<file path="config.mk">
export PLATFORM = sky130hd
export DESIGN_NAME = find_top_bottom
export DESIGN_NICKNAME = d
export VERILOG_FILES = /design/src/rtl/find_top_bottom.sv
export SDC_FILE = /design/constraint.sdc
export NUM_CORES = 1
export LEC_CHECK = 0
export ABC_CLOCK_PERIOD_IN_PS = 6600
export BUFFER_PORTS_ARGS = -buffer_cell sky130_fd_sc_hd__buf_2
export CAP_MARGIN = 15
export CORE_ASPECT_RATIO = 2
export CORE_MARGIN = 8
export CORE_UTILIZATION = 60
export DETAILED_ROUTE_END_ITERATION = 7
export PLACE_DENSITY = 0.92
export SLEW_MARGIN = 20
export SYNTH_ARGS = -nofsm -noshare
export SYNTH_HDL_FRONTEND = slang
export SYNTH_SLANG_ARGS = --single-unit
</file>
<file path="constraint.sdc">
create_clock -name clk -period 6.6 [get_ports clk]
set_clock_uncertainty 0.1 [all_clocks]
set_input_delay 0.99 -clock clk [delete_from_list [all_inputs] [get_ports clk]]
set_output_delay 0.99 -clock clk [all_outputs]
set_load 0.01 [all_outputs]
</file>
<file path="src/rtl/find_top_bottom.sv">
// -----------------------------------------------------------------------------
// find_top_bottom
//
// First search stage of the star finder. On start it raster-scans the frame
// held in pixel RAM. The first bright pixel sets mostTop and midPix; the block
// then walks down column midPix until it meets a dark row or the frame bottom,
// and the last bright row becomes mostBottom. A one-cycle TopandBottomFound
// pulse then resets and launches the left/right edge finders.
//
// Optional feature (compile-time macro FIND_TB_CENTRE_EN):
//   After the first hit, walk right along row mostTop while pixels are bright.
//   midPix becomes the truncated midpoint of that run, and the downward walk
//   uses that column. Without the macro, midPix is the x of the first hit.
//
// Ports:
//   clk                in   clock, all logic on posedge
//   resetn             in   synchronous active-low reset
//   start              in   begin a search (sampled only in IDLE)
//   mem_addr           out  pixel RAM read address = y*X_RES + x
//   pix_val            in   RAM read data, valid one cycle after mem_addr
//   mostTop            out  first row containing a bright pixel
//   mostBottom         out  last bright row of column midPix, contiguous from mostTop
//   midPix             out  column handed to the left/right stage
//   TopandBottomFound  out  1-cycle pulse, data outputs valid
//   noneFound          out  1-cycle pulse, frame has no bright pixel
//   busy               out  high from start accept through the pulse cycle
// -----------------------------------------------------------------------------
module find_top_bottom #(
  parameter int XSZ       = 6,
  parameter int YSZ       = 6,
  parameter int ADDR_SZ   = 12,
  parameter int COL_SZ    = 3,
  parameter int X_RES     = 60,
  parameter int Y_RES     = 60,
  parameter int THRESHOLD = 0
) (
  input  logic               clk,
  input  logic               resetn,
  input  logic               start,
  output logic [ADDR_SZ-1:0] mem_addr,
  input  logic [COL_SZ-1:0]  pix_val,
  output logic [YSZ-1:0]     mostTop,
  output logic [YSZ-1:0]     mostBottom,
  output logic [XSZ-1:0]     midPix,
  output logic               TopandBottomFound,
  output logic               noneFound,
  output logic               busy
);

  localparam logic [XSZ-1:0]    X_MAX  = XSZ'(X_RES - 1);
  localparam logic [YSZ-1:0]    Y_MAX  = YSZ'(Y_RES - 1);
  localparam logic [COL_SZ-1:0] BLACK  = COL_SZ'(THRESHOLD);
  localparam logic [ADDR_SZ-1:0] STRIDE = ADDR_SZ'(X_RES);

`ifdef FIND_TB_CENTRE_EN
  typedef enum logic [3:0] {
    IDLE, SCAN_F, SCAN_C, RUN_F, RUN_C, DOWN_F, DOWN_C, FOUND, NONE
  } state_t;

  // Truncating midpoint, computed one bit wider so the sum cannot overflow.
  function automatic logic [XSZ-1:0] centre(input logic [XSZ-1:0] a,
                                            input logic [XSZ-1:0] b);
    logic [XSZ:0] sum;
    sum = {1'b0, a} + {1'b0, b};
    return sum[XSZ:1];
  endfunction
`else
  typedef enum logic [3:0] {
    IDLE, SCAN_F, SCAN_C, DOWN_F, DOWN_C, FOUND, NONE
  } state_t;
`endif

  state_t         state;
  logic [XSZ-1:0] x;
  logic [YSZ-1:0] y;
  logic           bright;

  assign bright = (pix_val != BLACK);

  // The downward walk reuses x (it is parked on midPix), so one address
  // expression serves every state. It only changes on state transitions out
  // of a CHECK state, so it is stable through each FETCH/CHECK pair.
  assign mem_addr = ADDR_SZ'(y) * STRIDE + ADDR_SZ'(x);

  always_ff @(posedge clk) begin
    if (!resetn) begin
      state             <= IDLE;
      x                 <= '0;
      y                 <= '0;
      mostTop           <= '0;
      mostBottom        <= '0;
      midPix            <= '0;
      TopandBottomFound <= 1'b0;
      noneFound         <= 1'b0;
      busy              <= 1'b0;
    end else begin
      TopandBottomFound <= 1'b0;
      noneFound         <= 1'b0;
      case (state)
        IDLE: begin
          if (start) begin
            x     <= '0;
            y     <= '0;
            busy  <= 1'b1;
            state <= SCAN_F;
          end
        end

        SCAN_F: state <= SCAN_C;

        SCAN_C: begin
          if (bright) begin
            mostTop    <= y;
            mostBottom <= y;
            midPix     <= x;
`ifdef FIND_TB_CENTRE_EN
            if (x == X_MAX) begin
              state <= DOWN_F;
            end else begin
              x     <= x + 1'b1;
              state <= RUN_F;
            end
`else
            state <= DOWN_F;
`endif
          end else if (x != X_MAX) begin
            x     <= x + 1'b1;
            state <= SCAN_F;
          end else if (y != Y_MAX) begin
            x     <= '0;
            y     <= y + 1'b1;
            state <= SCAN_F;
          end else begin
            mostTop    <= '0;
            mostBottom <= '0;
            midPix     <= '0;
            noneFound  <= 1'b1;
            state      <= NONE;
          end
        end

`ifdef FIND_TB_CENTRE_EN
        RUN_F: state <= RUN_C;

        // midPix still holds the first bright x of the run here.
        RUN_C: begin
          if (bright && x != X_MAX) begin
            x     <= x + 1'b1;
            state <= RUN_F;
          end else if (bright) begin
            x      <= centre(midPix, x);
            midPix <= centre(midPix, x);
            state  <= DOWN_F;
          end else begin
            x      <= centre(midPix, x - 1'b1);
            midPix <= centre(midPix, x - 1'b1);
            state  <= DOWN_F;
          end
        end
`endif

        DOWN_F: state <= DOWN_C;

        DOWN_C: begin
          if (bright) begin
            mostBottom <= y;
            if (y == Y_MAX) begin
              TopandBottomFound <= 1'b1;
              state             <= FOUND;
            end else begin
              y     <= y + 1'b1;
              state <= DOWN_F;
            end
          end else begin
            TopandBottomFound <= 1'b1;
            state             <= FOUND;
          end
        end

        FOUND, NONE: begin
          busy  <= 1'b0;
          state <= IDLE;
        end

        default: begin
          busy  <= 1'b0;
          state <= IDLE;
        end
      endcase
    end
  end

endmodule
</file>
After elaboration in Yosys (flattened, before gate mapping)
Cells that the tools add are included.

Reduce and logical (&&, ||, !) cells: 13. Divide/modulo/power cells: 0. Mux-type cells: 29. Bitwise operators: 3. Shifts and indexed selects: 0. Order comparisons: 0. Add/subtract/negate cells: 3. Multiply operators: 1. Eq/ne operators: 18.

Operators with widths (count): $mux 6 (14); $pmux 6 s2 (2); $pmux 4 s5 (1); $pmux 6 s3 (1); $ne 2x2->1 const B (8); $add 12x6->12 (1); $add 6x1->6 const B (2); $mux 3 (4); $ne 6x6->1 const B (2); $mul 6x4->10 const B (1); $ne 3x3->1 const B (3); $eq 4x2->1 const B (2); $mux 4 (2); $reduce_and 4->1 (2); $reduce_or 4->1 (2); $reduce_and 7->1 (1); $eq 6x6->1 const B (1); $reduce_bool 3->1 (2); $eq 4x1->1 const B (1); $eq 4x3->1 const B (1); $logic_not 4->1 (1); $mux 1 (4); $reduce_and 2->1 (2); $reduce_bool 2->1 (2); 3 further kinds (5).

Latch bits: 0. Memory bits (read-only): 0. Register bits after elaboration: 37. Memory bits (writable): 0. Memories kept: 0. Output and inout bits: 33. Input port bits: 6.

Longest topological paths before layout
Depth after elaboration: 5. Depth in mapped cells: 10. Mapped depth without buffers: 10.

Worst setup path after synthesis
No wires, ideal clock.

Path type: reg2out. From: register y[3]. To: output port mem_addr[11]. Slack: 2.372 ns. Arrival time: 3.138 ns. Cell stages (with the launch flop): 11. Data required time: 5.510 ns. Path buffers: 0. Path through: dfxtp_1 -> inv_1 -> fa_1 -> fa_1 -> inv_1 -> ha_1 -> a211o_1 -> and3_4 -> o311ai_2 -> nand4_1 -> xnor2_1.

Longest elaborated chain between the ends: 2.

RTL lines: start: declaration (line 75) `logic [YSZ-1:0] y;`; start signal: assignment (line 131) `y <= y + 1'b1;`; start signal: assignment (line 171) `y <= y + 1'b1;`; $mul 6x4->10 (line 83) `assign mem_addr = ADDR_SZ'(y) * STRIDE + ADDR_SZ'(x);`; $add 12x6->12 (line 83); end: declaration (line 40) `output logic [ADDR_SZ-1:0] mem_addr,`.

Every way passes these cells.

Worst setup path in the final report
Ends and elaborated chain as after synthesis.

==> out/metrics.csv <==
stage;metric;value;unit
critical_path;data required time of the worst path;5510;ps
logic_synthesis;register bit total from synthesis;36;
sta;hold_ws;367;ps
job;Max-cap violations;0;
sta;final hold viol count;0;
clocking;Clock transition at path regs;70;ps
place;PortBufs;38;
finish;Final nets;361;
critical_path;Max FO, Critical Path;7;
logic_synthesis;Synth Area in Simple Gates;20.4;%
place;RePlAce Congestion;0.867;
die;Starting Density;61.4;%
critical_path;R2R setup slack;4120;ps
min_path;HP Class;register to register;
finish;Area Overhead vs Synth;10.6;%
drt;residual DRC count;0;
sta;setup violators final;0;
run_status;status;finished, final reports clean;
die;Die Span Y;109;um
critical_path;CP arrival;3670;ps
logic_synthesis;Synth async-reset ratio;0;%
logic_synthesis;post-synthesis adder-cell area fraction;18.7;%
critical_path;CP Class;register to primary output;
finish;most frequent cells in the layout;buf_2 (38), dfxtp_1 (36), nand2_1 (25);
die;die area;6850;sq um
logic_synthesis;Mean Syn Cell Area;9.00;sq um
logic_synthesis;mux contribution to synthesized area;3.07;%
critical_path;R2R depth;6;
die;I/O pin count;39;
sta;Worst slew margin;62.1;%
logic_synthesis;syn_nets;329;
pwr;maximum resistive drop on vdd;174;uV
drt;DR vias/cell;5.84;
critical_path;CP Capture Type;primary output;
die;core footprint;4250;sq um
clocking;Clock Latency Late Sink;290;ps
critical_path;Crit-path slowest cell;fa_1;
drt;final WL;5.70;mm
clocking;CTS-repair resized insts;0;
logic_synthesis;EDFF count, synth;0;
logic_synthesis;Post-Synth XOR/XNOR Area;5.37;%
drt;vias post-DR;2200;
sta;setup tns final;0;ps
global_route;vias in the first global route;2271;
critical_path;WP buf/inv;3;
clocking;clock sink count;36;
logic_synthesis;Distinct cells, synth;50;
finish;Fill cells;350;
clocking;CTS H-Tree Depth;2;
critical_path;Setup crit start;y[3]$_SDFFE_PN0P_;
drt;drt first pass iters;4;
global_route;first-pass GRT wire length;9.61;mm
sta;Fmax achieved;210;MHz
sta;RSZ-0062 raised after global routing;false;
logic_synthesis;ys flop type;dfxtp_1;
clocking;setup bufs post-CTS;0;
finish;Multi-input gate area;1750;sq um
sta;Slew @ Worst Pin;568;ps
global_route;antenna violations before repair;0;
finish;leading cell type in the layout, fill and taps excluded;buf_2;
finish;FF/Latch Area;721;sq um
logic_synthesis;register area share after synthesis;27.6;%
logic_synthesis;Compound-Gate Fraction of Synth Area;19.5;%
pwr;Pwr Density;158;nW/um^2
logic_synthesis;Synth Cell Area;2610;sq um
drt;1st-iter DRT viols;88;
die;Die Wd;62.7;um
logic_synthesis;largest family of logic cells by synthesized area;simple AND/OR/NAND/NOR gates;
place;post-DP HPWL;4.46;mm
sta;fin crit share;72.2;%
critical_path;Crit path depth;11;
clocking;Max clock buf depth;2;
critical_path;Worst path top cell family by delay;adder cells;
critical_path;Critical path destination;mem_addr[11];
sta;max-slew violation count;0;
die;Rows;34;
sta;minimum clock period;4760;ps
critical_path;CP Cell Sequence;inv_1 > fa_1 > fa_1 > inv_1 > ha_1 > a211o_1 > and3_4 > nor4b_4 > nand4_1 > xnor2_1 > buf_2;
clocking;CTS tree;yes;
clocking;Root Driver;clkbuf_8;
global_route;pin count of the biggest net entering global routing;27;
global_route;total track usage;16.8;%
clocking;cts-stage hold buffer count;0;
finish;final core area utilization;67.9;%
critical_path;worst r2r src;y[0]$_SDFFE_PN0P_;
critical_path;reg-to-reg critical path endpoint;mostTop[1]$_SDFFE_PN0P_;
critical_path;startpoint types;register;
pwr;LEAKAGE;1.33;nW
clocking;Num CTS Buffers;5;
critical_path;crit-path max cell delay;520;ps
logic_synthesis;Yosys warning total;0;
drt;Post-DRT Antenna Nets;0;
global_route;total gr overflow;0;
pwr;overall power;0.457;mW
logic_synthesis;Mapped Cells;290;
finish;Ant. Diodes;0;
drt;post-DR wirelength/cell;15.1;um
finish;ratio of cells with drive above 1 in the final layout;18.0;%
[power by group]
part / internal (mW) / switching [mW] / total (mW)
clock: 0.0845 / 0.0827 / 0.167
combinational: 0.0248 / 0.0365 / 0.0613
sequential: 0.221 / 0.00814 / 0.229
total: 0.330 / 0.127 / 0.457
[per-layer routing]
metal / track usage, % / up-vias / routed length (um)
met1: 16.4 / 1058 / 2290
met3: 4.59 / 7 / 302
met5: 0 / - / 0
met2: 32.8 / 60 / 3040
li1: - / 1075 / -
met4: 6.08 / 0 / 65
[cells in the mapped netlist, types with 2 or more instances]
library cell | instances | share of area (%)
a21oi_1 | 12 | 2.3
xnor2_1 | 9 | 3.0
ha_1 | 23 | 11
xor2_1 | 7 | 2.3
nor2b_1 | 16 | 3.8
clkbuf_1 | 4 | 0.57
dfxtp_1 | 36 | 28
or3_1 | 2 | 0.48
nor2_1 | 23 | 3.3
a21oi_4 | 2 | 1.2
nand2b_1 | 4 | 0.96
fa_1 | 10 | 7.7
nand3_1 | 9 | 1.7
a41oi_1 | 2 | 0.67
nor3b_1 | 2 | 0.57
buf_6 | 2 | 0.86
nor3_1 | 3 | 0.57
a21o_1 | 5 | 1.4
mux2i_1 | 8 | 3.1
buf_2 | 5 | 0.96
o21ai_0 | 9 | 1.7
buf_4 | 2 | 0.57
nand2_1 | 25 | 3.6
o21a_1 | 3 | 0.86
a211oi_2 | 2 | 0.96
a2bb2oi_1 | 2 | 0.67
a22oi_1 | 14 | 4.0
a31o_1 | 3 | 1.0
inv_1 | 17 | 2.4
nand4_1 | 5 | 1.2
and3_1 | 5 | 1.2
[worst reg2reg max path, cell delays in order, from the launching register on]
cell      delay [ps]
dfxtp_1          570
ha_1             420
and3_1           270
and3_1           330
o211ai_2         280
a22oi_1          310
nor2b_1           90
[flip-flops by register name, indices dropped and copies added (netlist names)]
name and count:
midPix 6, mostBottom 6, mostTop 6, x 6, y 6, state 3, TopandBottomFound 1, busy 1
noneFound 1
[final cells by class]
class / count / area share (%)
multi-input cells: 224 / 60.5
flip-flops and latches: 36 / 24.9
repair buffers: 38 / 6.58
clock buffers: 6 / 2.86
well taps: 54 / 2.34
inverters: 17 / 2.21
clock inverters: 2 / 0.520
[cell families after synthesis]
kind of cell / count (synthesis)
fa+ha+maj: 33
xor+xnor: 16
simple gates: 102
flops: 36
mux: 8
buf+inv: 30
compound gates: 65
[metrics by stage]
step / area [sq um] / setup WS (ps) / instances
final: 2890 / 1840 / 377
after global routing: 2890 / 1580 / 377
after CTS: 2890 / 1800 / 377
after detailed placement: 2790 / 2150 / 369
after global placement: 2790 / 2250 / 369
after floorplan: 2610 / 2370 / 290
[how the worst min path moves through the flow]
stage               slack [ps]                    endpoint  depth (start not counted)                  startpoint
floorplan                  380  mostBottom[0]$_SDFFE_PN0P_                          2  mostBottom[0]$_SDFFE_PN0P_
global placement           340  mostBottom[2]$_SDFFE_PN0P_                          2  mostBottom[2]$_SDFFE_PN0P_
detailed placement         350  mostBottom[2]$_SDFFE_PN0P_                          2  mostBottom[2]$_SDFFE_PN0P_
CTS                        370  mostBottom[3]$_SDFFE_PN0P_                          2  mostBottom[3]$_SDFFE_PN0P_
global route               400  mostBottom[3]$_SDFFE_PN0P_                          2  mostBottom[3]$_SDFFE_PN0P_
finish                     370  mostBottom[3]$_SDFFE_PN0P_                          2  mostBottom[3]$_SDFFE_PN0P_
Note: power is estimated with default switching activity, not from simulation.
